$ cat src/rtl/cla_seq_adder_ctrl_if.sv
// Operand/result bus for cla_seq_adder_ctrl.
// The request side is a valid/ready handshake carrying a, b, sub and c_in.
// The response side is a valid/ready handshake carrying sum, c_out and overflow.
//   master : producer/consumer side (drives requests, accepts results)
//   slave  : controller side
interface cla_seq_adder_ctrl_if #(
  parameter int unsigned WIDTH = 16
) ();
  logic             in_valid;
  logic             in_ready;
  logic [WIDTH-1:0] a;
  logic [WIDTH-1:0] b;
  logic             sub;
  logic             c_in;
  logic             out_valid;
  logic             out_ready;
  logic [WIDTH-1:0] sum;
  logic             c_out;
  logic             overflow;

  modport master (
    output in_valid, a, b, sub, c_in, out_ready,
    input  in_ready, out_valid, sum, c_out, overflow
  );

  modport slave (
    input  in_valid, a, b, sub, c_in, out_ready,
    output in_ready, out_valid, sum, c_out, overflow
  );
endinterface

$ cat src/rtl/cla_seq_adder_ctrl.sv
// Sequential add/subtract unit that time-shares one 4-bit carry-lookahead
// adder, one nibble per clock, LSB nibble first.
//   clk    : rising-edge clock
//   rst    : asynchronous active-high reset
//   bus_io : slave side of cla_seq_adder_ctrl_if
//            in_valid/in_ready + a, b, sub, c_in     (operand request)
//            out_valid/out_ready + sum, c_out, overflow (result)
// Handshake at edge T -> RUN at edges T+1..T+NIBBLES -> out_valid from T+NIBBLES.

// 4-bit carry-lookahead adder slice.
module cla_4b (
  input  logic [3:0] a_i,
  input  logic [3:0] b_i,
  input  logic       c_i,
  output logic [3:0] s_o,
  output logic       c_o
);
  logic [3:0] g;
  logic [3:0] p;
  logic [4:0] c;

  always_comb begin
    g    = a_i & b_i;
    p    = a_i ^ b_i;
    c[0] = c_i;
    c[1] = g[0] | (p[0] & c_i);
    c[2] = g[1] | (p[1] & g[0]) | (p[1] & p[0] & c_i);
    c[3] = g[2] | (p[2] & g[1]) | (p[2] & p[1] & g[0]) | (p[2] & p[1] & p[0] & c_i);
    c[4] = g[3] | (p[3] & g[2]) | (p[3] & p[2] & g[1]) | (p[3] & p[2] & p[1] & g[0])
         | (p[3] & p[2] & p[1] & p[0] & c_i);
    s_o  = p ^ c[3:0];
    c_o  = c[4];
  end
endmodule

module cla_seq_adder_ctrl #(
  parameter int unsigned WIDTH = 16
) (
  input logic                  clk,
  input logic                  rst,
  cla_seq_adder_ctrl_if.slave  bus_io
);
  localparam int unsigned NIBBLES = WIDTH / 4;
  localparam int unsigned KW      = (NIBBLES > 1) ? $clog2(NIBBLES) : 1;

  generate
    if ((WIDTH < 4) || ((WIDTH % 4) != 0)) begin : g_bad_width
      $error("cla_seq_adder_ctrl: WIDTH must be a multiple of 4 and at least 4");
    end
  endgenerate

  localparam logic [1:0] StIdle = 2'd0;
  localparam logic [1:0] StRun  = 2'd1;
  localparam logic [1:0] StDone = 2'd2;

  logic [1:0]       state_q, state_d;
  logic [KW-1:0]    k_q, k_d;
  logic [WIDTH-1:0] a_q, a_d;
  logic [WIDTH-1:0] b_q, b_d;   // already inverted for subtract
  logic             carry_q, carry_d;
  logic [WIDTH-1:0] sum_q, sum_d;
  logic             c_out_q, c_out_d;
  logic             ovf_q, ovf_d;

  logic [3:0] nib_a;
  logic [3:0] nib_b;
  logic [3:0] cla_s;
  logic       cla_c;
  logic       last_nib;
  logic       msb_cin;

  // Select the active nibble of each operand register.
  always_comb begin
    nib_a = '0;
    nib_b = '0;
    for (int unsigned i = 0; i < NIBBLES; i++) begin
      if (k_q == KW'(i)) begin
        nib_a = a_q[4*i +: 4];
        nib_b = b_q[4*i +: 4];
      end
    end
  end

  cla_4b u_cla (
    .a_i (nib_a),
    .b_i (nib_b),
    .c_i (carry_q),
    .s_o (cla_s),
    .c_o (cla_c)
  );

  assign last_nib = (k_q == KW'(NIBBLES - 1));
  // Carry into the MSB, recovered from the MSB sum bit of the final nibble.
  assign msb_cin  = a_q[WIDTH-1] ^ b_q[WIDTH-1] ^ cla_s[3];

  always_comb begin
    state_d = state_q;
    k_d     = k_q;
    a_d     = a_q;
    b_d     = b_q;
    carry_d = carry_q;
    sum_d   = sum_q;
    c_out_d = c_out_q;
    ovf_d   = ovf_q;
    case (state_q)
      StIdle: begin
        if (bus_io.in_valid) begin
          a_d     = bus_io.a;
          b_d     = bus_io.sub ? ~bus_io.b : bus_io.b;
          carry_d = bus_io.sub ? 1'b1 : bus_io.c_in;
          k_d     = '0;
          state_d = StRun;
        end
      end
      StRun: begin
        for (int unsigned i = 0; i < NIBBLES; i++) begin
          if (k_q == KW'(i)) begin
            sum_d[4*i +: 4] = cla_s;
          end
        end
        carry_d = cla_c;
        if (last_nib) begin
          c_out_d = cla_c;
          ovf_d   = msb_cin ^ cla_c;
          state_d = StDone;
        end else begin
          k_d = k_q + KW'(1);
        end
      end
      StDone: begin
        if (bus_io.out_ready) begin
          state_d = StIdle;
        end
      end
      default: state_d = StIdle;
    endcase
  end

  always_ff @(posedge clk or posedge rst) begin
    if (rst) begin
      state_q <= StIdle;
      k_q     <= '0;
      a_q     <= '0;
      b_q     <= '0;
      carry_q <= 1'b0;
      sum_q   <= '0;
      c_out_q <= 1'b0;
      ovf_q   <= 1'b0;
    end else begin
      state_q <= state_d;
      k_q     <= k_d;
      a_q     <= a_d;
      b_q     <= b_d;
      carry_q <= carry_d;
      sum_q   <= sum_d;
      c_out_q <= c_out_d;
      ovf_q   <= ovf_d;
    end
  end

  assign bus_io.in_ready  = (state_q == StIdle);
  assign bus_io.out_valid = (state_q == StDone);
  assign bus_io.sum       = sum_q;
  assign bus_io.c_out     = c_out_q;
  assign bus_io.overflow  = ovf_q;
endmodule
$ cat src/flat_wrapper.sv
// flat-port wrapper written by rule: the top's interface ports become plain ports
module cla_seq_adder_ctrl_flat 
#(
  parameter int unsigned WIDTH = 16
)
  (clk, rst, bus_io_in_valid, bus_io_a, bus_io_b, bus_io_sub, bus_io_c_in, bus_io_out_ready, bus_io_in_ready, bus_io_out_valid, bus_io_sum, bus_io_c_out, bus_io_overflow);
  cla_seq_adder_ctrl_if #(.WIDTH(WIDTH)) bus_io_i ();
  input logic clk;
  input logic rst;
  input wire logic [$bits(bus_io_i.in_valid)-1:0] bus_io_in_valid;
  input wire logic [$bits(bus_io_i.a)-1:0] bus_io_a;
  input wire logic [$bits(bus_io_i.b)-1:0] bus_io_b;
  input wire logic [$bits(bus_io_i.sub)-1:0] bus_io_sub;
  input wire logic [$bits(bus_io_i.c_in)-1:0] bus_io_c_in;
  input wire logic [$bits(bus_io_i.out_ready)-1:0] bus_io_out_ready;
  output wire logic [$bits(bus_io_i.in_ready)-1:0] bus_io_in_ready;
  output wire logic [$bits(bus_io_i.out_valid)-1:0] bus_io_out_valid;
  output wire logic [$bits(bus_io_i.sum)-1:0] bus_io_sum;
  output wire logic [$bits(bus_io_i.c_out)-1:0] bus_io_c_out;
  output wire logic [$bits(bus_io_i.overflow)-1:0] bus_io_overflow;
  assign bus_io_i.in_valid = bus_io_in_valid;
  assign bus_io_i.a = bus_io_a;
  assign bus_io_i.b = bus_io_b;
  assign bus_io_i.sub = bus_io_sub;
  assign bus_io_i.c_in = bus_io_c_in;
  assign bus_io_i.out_ready = bus_io_out_ready;
  assign bus_io_in_ready = bus_io_i.in_ready;
  assign bus_io_out_valid = bus_io_i.out_valid;
  assign bus_io_sum = bus_io_i.sum;
  assign bus_io_c_out = bus_io_i.c_out;
  assign bus_io_overflow = bus_io_i.overflow;
  cla_seq_adder_ctrl #(.WIDTH(WIDTH)) u_core (.clk(clk), .rst(rst), .bus_io(bus_io_i));
endmodule
$ cat config.mk
export PLATFORM = sky130hd
export DESIGN_NAME = cla_seq_adder_ctrl_flat
export DESIGN_NICKNAME = d
export VERILOG_FILES = /design/src/rtl/cla_seq_adder_ctrl_if.sv /design/src/rtl/cla_seq_adder_ctrl.sv /design/src/flat_wrapper.sv
export SDC_FILE = /design/constraint.sdc
export NUM_CORES = 1
export LEC_CHECK = 0
export ABC_CLOCK_PERIOD_IN_PS = 3540
export CORE_ASPECT_RATIO = 0.8
export CORE_UTILIZATION = 45
export DETAILED_ROUTE_END_ITERATION = 8
export MAX_ROUTING_LAYER = met4
export PLACE_DENSITY = 0.7
export RECOVER_POWER = 50
export SLEW_MARGIN = 10
export SYNTH_ARGS = -nofsm -noshare
export SYNTH_HDL_FRONTEND = slang
export SYNTH_HIERARCHICAL = 1
export SYNTH_SLANG_ARGS = --single-unit
$ cat constraint.sdc
create_clock -name clk -period 3.54 [get_ports clk]
set_clock_uncertainty 0.1 [all_clocks]
set_input_delay 0.885 -clock clk [delete_from_list [all_inputs] [get_ports clk]]
set_output_delay 0.885 -clock clk [all_outputs]
set_load 0.01 [all_outputs]
==> flow_summary.json <==
{
  "run_status": "finished clean",
  "reg2regPathDepth": 11,
  "whs_ns": 0.4043,
  "core_region_area_um2": 5645,
  "cts_repair_resize_count": 0,
  "cts_root_buf": "sky130_fd_sc_hd__clkbuf_8",
  "standby_leakage_power_nw": 1.470,
  "syn-instance-count": 252,
  "antenna-diode-count": 0,
  "hold_viol": 0,
  "yosysWarnings": 6,
  "timing.hold.worst_path_depth": 1,
  "cts_tree": "yes",
  "numCtsBuffers": 5,
  "worstSetupPathType": "reg -> reg",
  "avgViaCountPerCell": 5.031,
  "floorplan.die.width_um": 88.95,
  "area_delta_synth_final_pct": 25.01,
  "endpoint_kind": "flop",
  "layout_common_cells": "sky130_fd_sc_hd__dfrtp_1, sky130_fd_sc_hd__clkdlybuf4s50_1, sky130_fd_sc_hd__mux2_2",
  "final-max-slew-violation-count": 0,
  "dr_wl_met3_um": 241,
  "number_of_violations_of_the_max_capacitance_limit": 0,
  "relSlewSlack_pct": 29.06,
  "top_level_ports": 58,
  "clock.fmax_mhz": 316.3,
  "post-route-period-util_pct": 89.31,
  "power.density_cell_area_nw_per_um2": 1041,
  "path_max_fanout": 17,
  "layout_min_cycle_time_ns": 3.161,
  "drive_gt1_share_pct": 13.11,
  "setup-violations-final": 0,
  "wirelength_mm": 5.362,
  "number_of_flops_mapped_to_enable_cells_by_yosys": 0,
  "avgRoutedWirePerCell_um": 14.00,
  "grt_max_degree": 56,
  "synth_fp_nets": 299,
  "vias": 1927,
  "ys_seq_elements": 55,
  "setup_tns_ns": 0,
  "fill_cells": 513,
  "grt_usage_pct": 19.28,
  "nNetsFinal": 351,
  "clk_pin_slew_ns": 0.09,
  "clock_tree.htree_level_count": 2,
  "cp.required_ns": 3.63,
  "std_cell_rows": 24,
  "first_pass_grt_wire_length_mm": 8.928,
  "drt_first_iter_violations": 53,
  "grt.overflow.total": 0,
  "clock-sinks": 55,
  "grt_setup_unrepaired": "no",
  "dpl.hpwl_mm": 3.977,
  "critical_path.slowest_cell": "sky130_fd_sc_hd__ha_1",
  "cts_buffer_depth": 2,
  "dr.pass1.iters": 4,
  "post-cts-setup-buffers": 0,
  "topRoutingLayerUsed": "met4",
  "hold_class": "reg -> reg",
  "max-vdd-ir-drop_uv": 410.3,
  "drt.antenna.violating_nets": 0,
  "arrival_ns": 3.25,
  "setup.worst_path.start_class": "flop",
  "share_of_synthesized_area_occupied_by_flip_flops_and_latches_pct": 50.57,
  "floorplan.die.height_um": 71.56,
  "via_count_of_the_first_global_routing_pass": 1901,
  "clock_latency_ns": 0.31,
  "post_synth_instance_area_um2": 2721,
  "worst_slew_pin_slew_ns": 1.064,
  "start_util_pct": 48.20,
  "drt-met1-wl_mm": 2.678,
  "avgSynthCellArea_um2": 10.80,
  "met2WireLength_mm": 2.350,
  "cell_chain_of_the_critical_path": "inv_1 > ha_1 > a21oi_1 > a22o_1 > ha_1 > a21o_1 > a31o_1 > xor2_1 > xnor2_1 > xnor2_1 > o21ai_0",
  "number_of_antenna_violations_at_the_first_check_in_global_routing": 0,
  "die_area_um2": 6364,
  "critPathMaxStageDelay_ns": 0.52,
  "post_cts_hold_buffer_count": 0,
  "drc_errors": 0,
  "routabilityCongestion": 0.8689,
  "synth_async_sr_flop_share_pct": 100.0,
  "layout.cells.most_common": "sky130_fd_sc_hd__dfrtp_1",
  "port_buffers": 57,
  "synth_top_flop_cell": "sky130_fd_sc_hd__dfrtp_1",
  "synth_cell_types": 26
}
==> cells in the mapped netlist, types with 2 or more instances <==
library cell                n  area share, %
sky130_fd_sc_hd__nand2_1   22            3.0
sky130_fd_sc_hd__nor2_1    14            1.9
sky130_fd_sc_hd__xor2_1     5            1.6
sky130_fd_sc_hd__a22o_1     8            2.6
sky130_fd_sc_hd__inv_1     17            2.3
sky130_fd_sc_hd__a21o_1     3           0.83
sky130_fd_sc_hd__a21oi_1   29            5.3
sky130_fd_sc_hd__clkbuf_1   4           0.55
sky130_fd_sc_hd__nor3b_1    2           0.55
sky130_fd_sc_hd__buf_4      2           0.55
sky130_fd_sc_hd__ha_1       8            3.7
sky130_fd_sc_hd__dfrtp_1   55             51
sky130_fd_sc_hd__buf_2      7            1.3
sky130_fd_sc_hd__xnor2_1   17            5.5
sky130_fd_sc_hd__o21ai_0   19            3.5
sky130_fd_sc_hd__mux2_2    30             12
==> worst max-delay path: cells and delay by family, from the launching register on <==
family	cells	cell delay (ns)
buffers and inverters	1	0.11
flip-flops	1	0.44
XOR/XNOR	3	0.65
adder cells (fa/ha/maj)	2	0.82
AO/OA/AOI/OAI	5	0.90
==> area by class of cell <==
class	count	area [µm²]	area share, %
Sequential cell	55	1376	40.46
Tap cell	78	97.59	2.869
Inverter	17	63.81	1.876
Multi-Input combinational cell	165	1185	34.83
Timing Repair Buffer	60	584.3	17.18
Clock buffer	7	86.33	2.538
Clock inverter	1	8.758	0.2574
==> per-layer routing <==
layer / vias to the layer above / track usage, %
met1: 928 / 26.80
met4: 0 / 7.407
met5: - / -
met3: 8 / 3.802
li1: 949 / -
met2: 42 / 28.03
==> power by group <==
group / internal [mW] / switching, mW / total (mW)
clock network: 0.161 / 0.199 / 0.359
registers: 0.952 / 0.190 / 1.14
logic: 1.02 / 1.02 / 2.04
==> flip-flops by register name, indices dropped and copies added, names as in the netlist <==
register / count
u_core/bus_io.c_out: 1
u_core/state_q: 2
u_core/carry_q: 1
u_core/bus_io.overflow: 1
u_core/k_q: 2
u_core/a_q: 16
u_core/b_q: 16
u_core/bus_io.sum: 16
==> stage by stage <==
step	cell area [µm²]	instances	worst slack (ns)	total power, mW	utilization [%]
final	3402	383	0.3786	3.541	60.26
after global routing	3402	383	0.1199	3.851	60.26
after CTS	3422	383	0.3743	3.604	60.62
after detailed placement	3327	375	0.3949	3.229	58.93
after global placement	3327	375	0.5193	3.152	58.93
after floorplan	2721	252	0.6521	2.618	-
==> final timing paths <==
path	startpoint	slack, ns	to
min in group asynchronous	rst	1.16	u_core/a_q[3]
max	u_core/k_q[0]	0.38	u_core/bus_io.overflow
max in group asynchronous	rst	1.07	u_core/b_q[6]
min reg2reg	u_core/bus_io.sum[2]	0.40	u_core/bus_io.sum[2]
max reg2reg	u_core/k_q[0]	0.38	u_core/bus_io.overflow
min	u_core/bus_io.sum[2]	0.40	u_core/bus_io.sum[2]
==> logic make-up after synthesis <==
family          count (synthesis)  share of synthesized area (%)
compound gates                 61                          12.83
flops                          55                          50.57
simple gates                   43                          6.989
buf+inv                        32                          5.700
mux                            30                          12.41
xor+xnor                       22                          7.080
fa+ha+maj                       9                          4.414
Note: power is estimated with default switching activity, not from simulation.
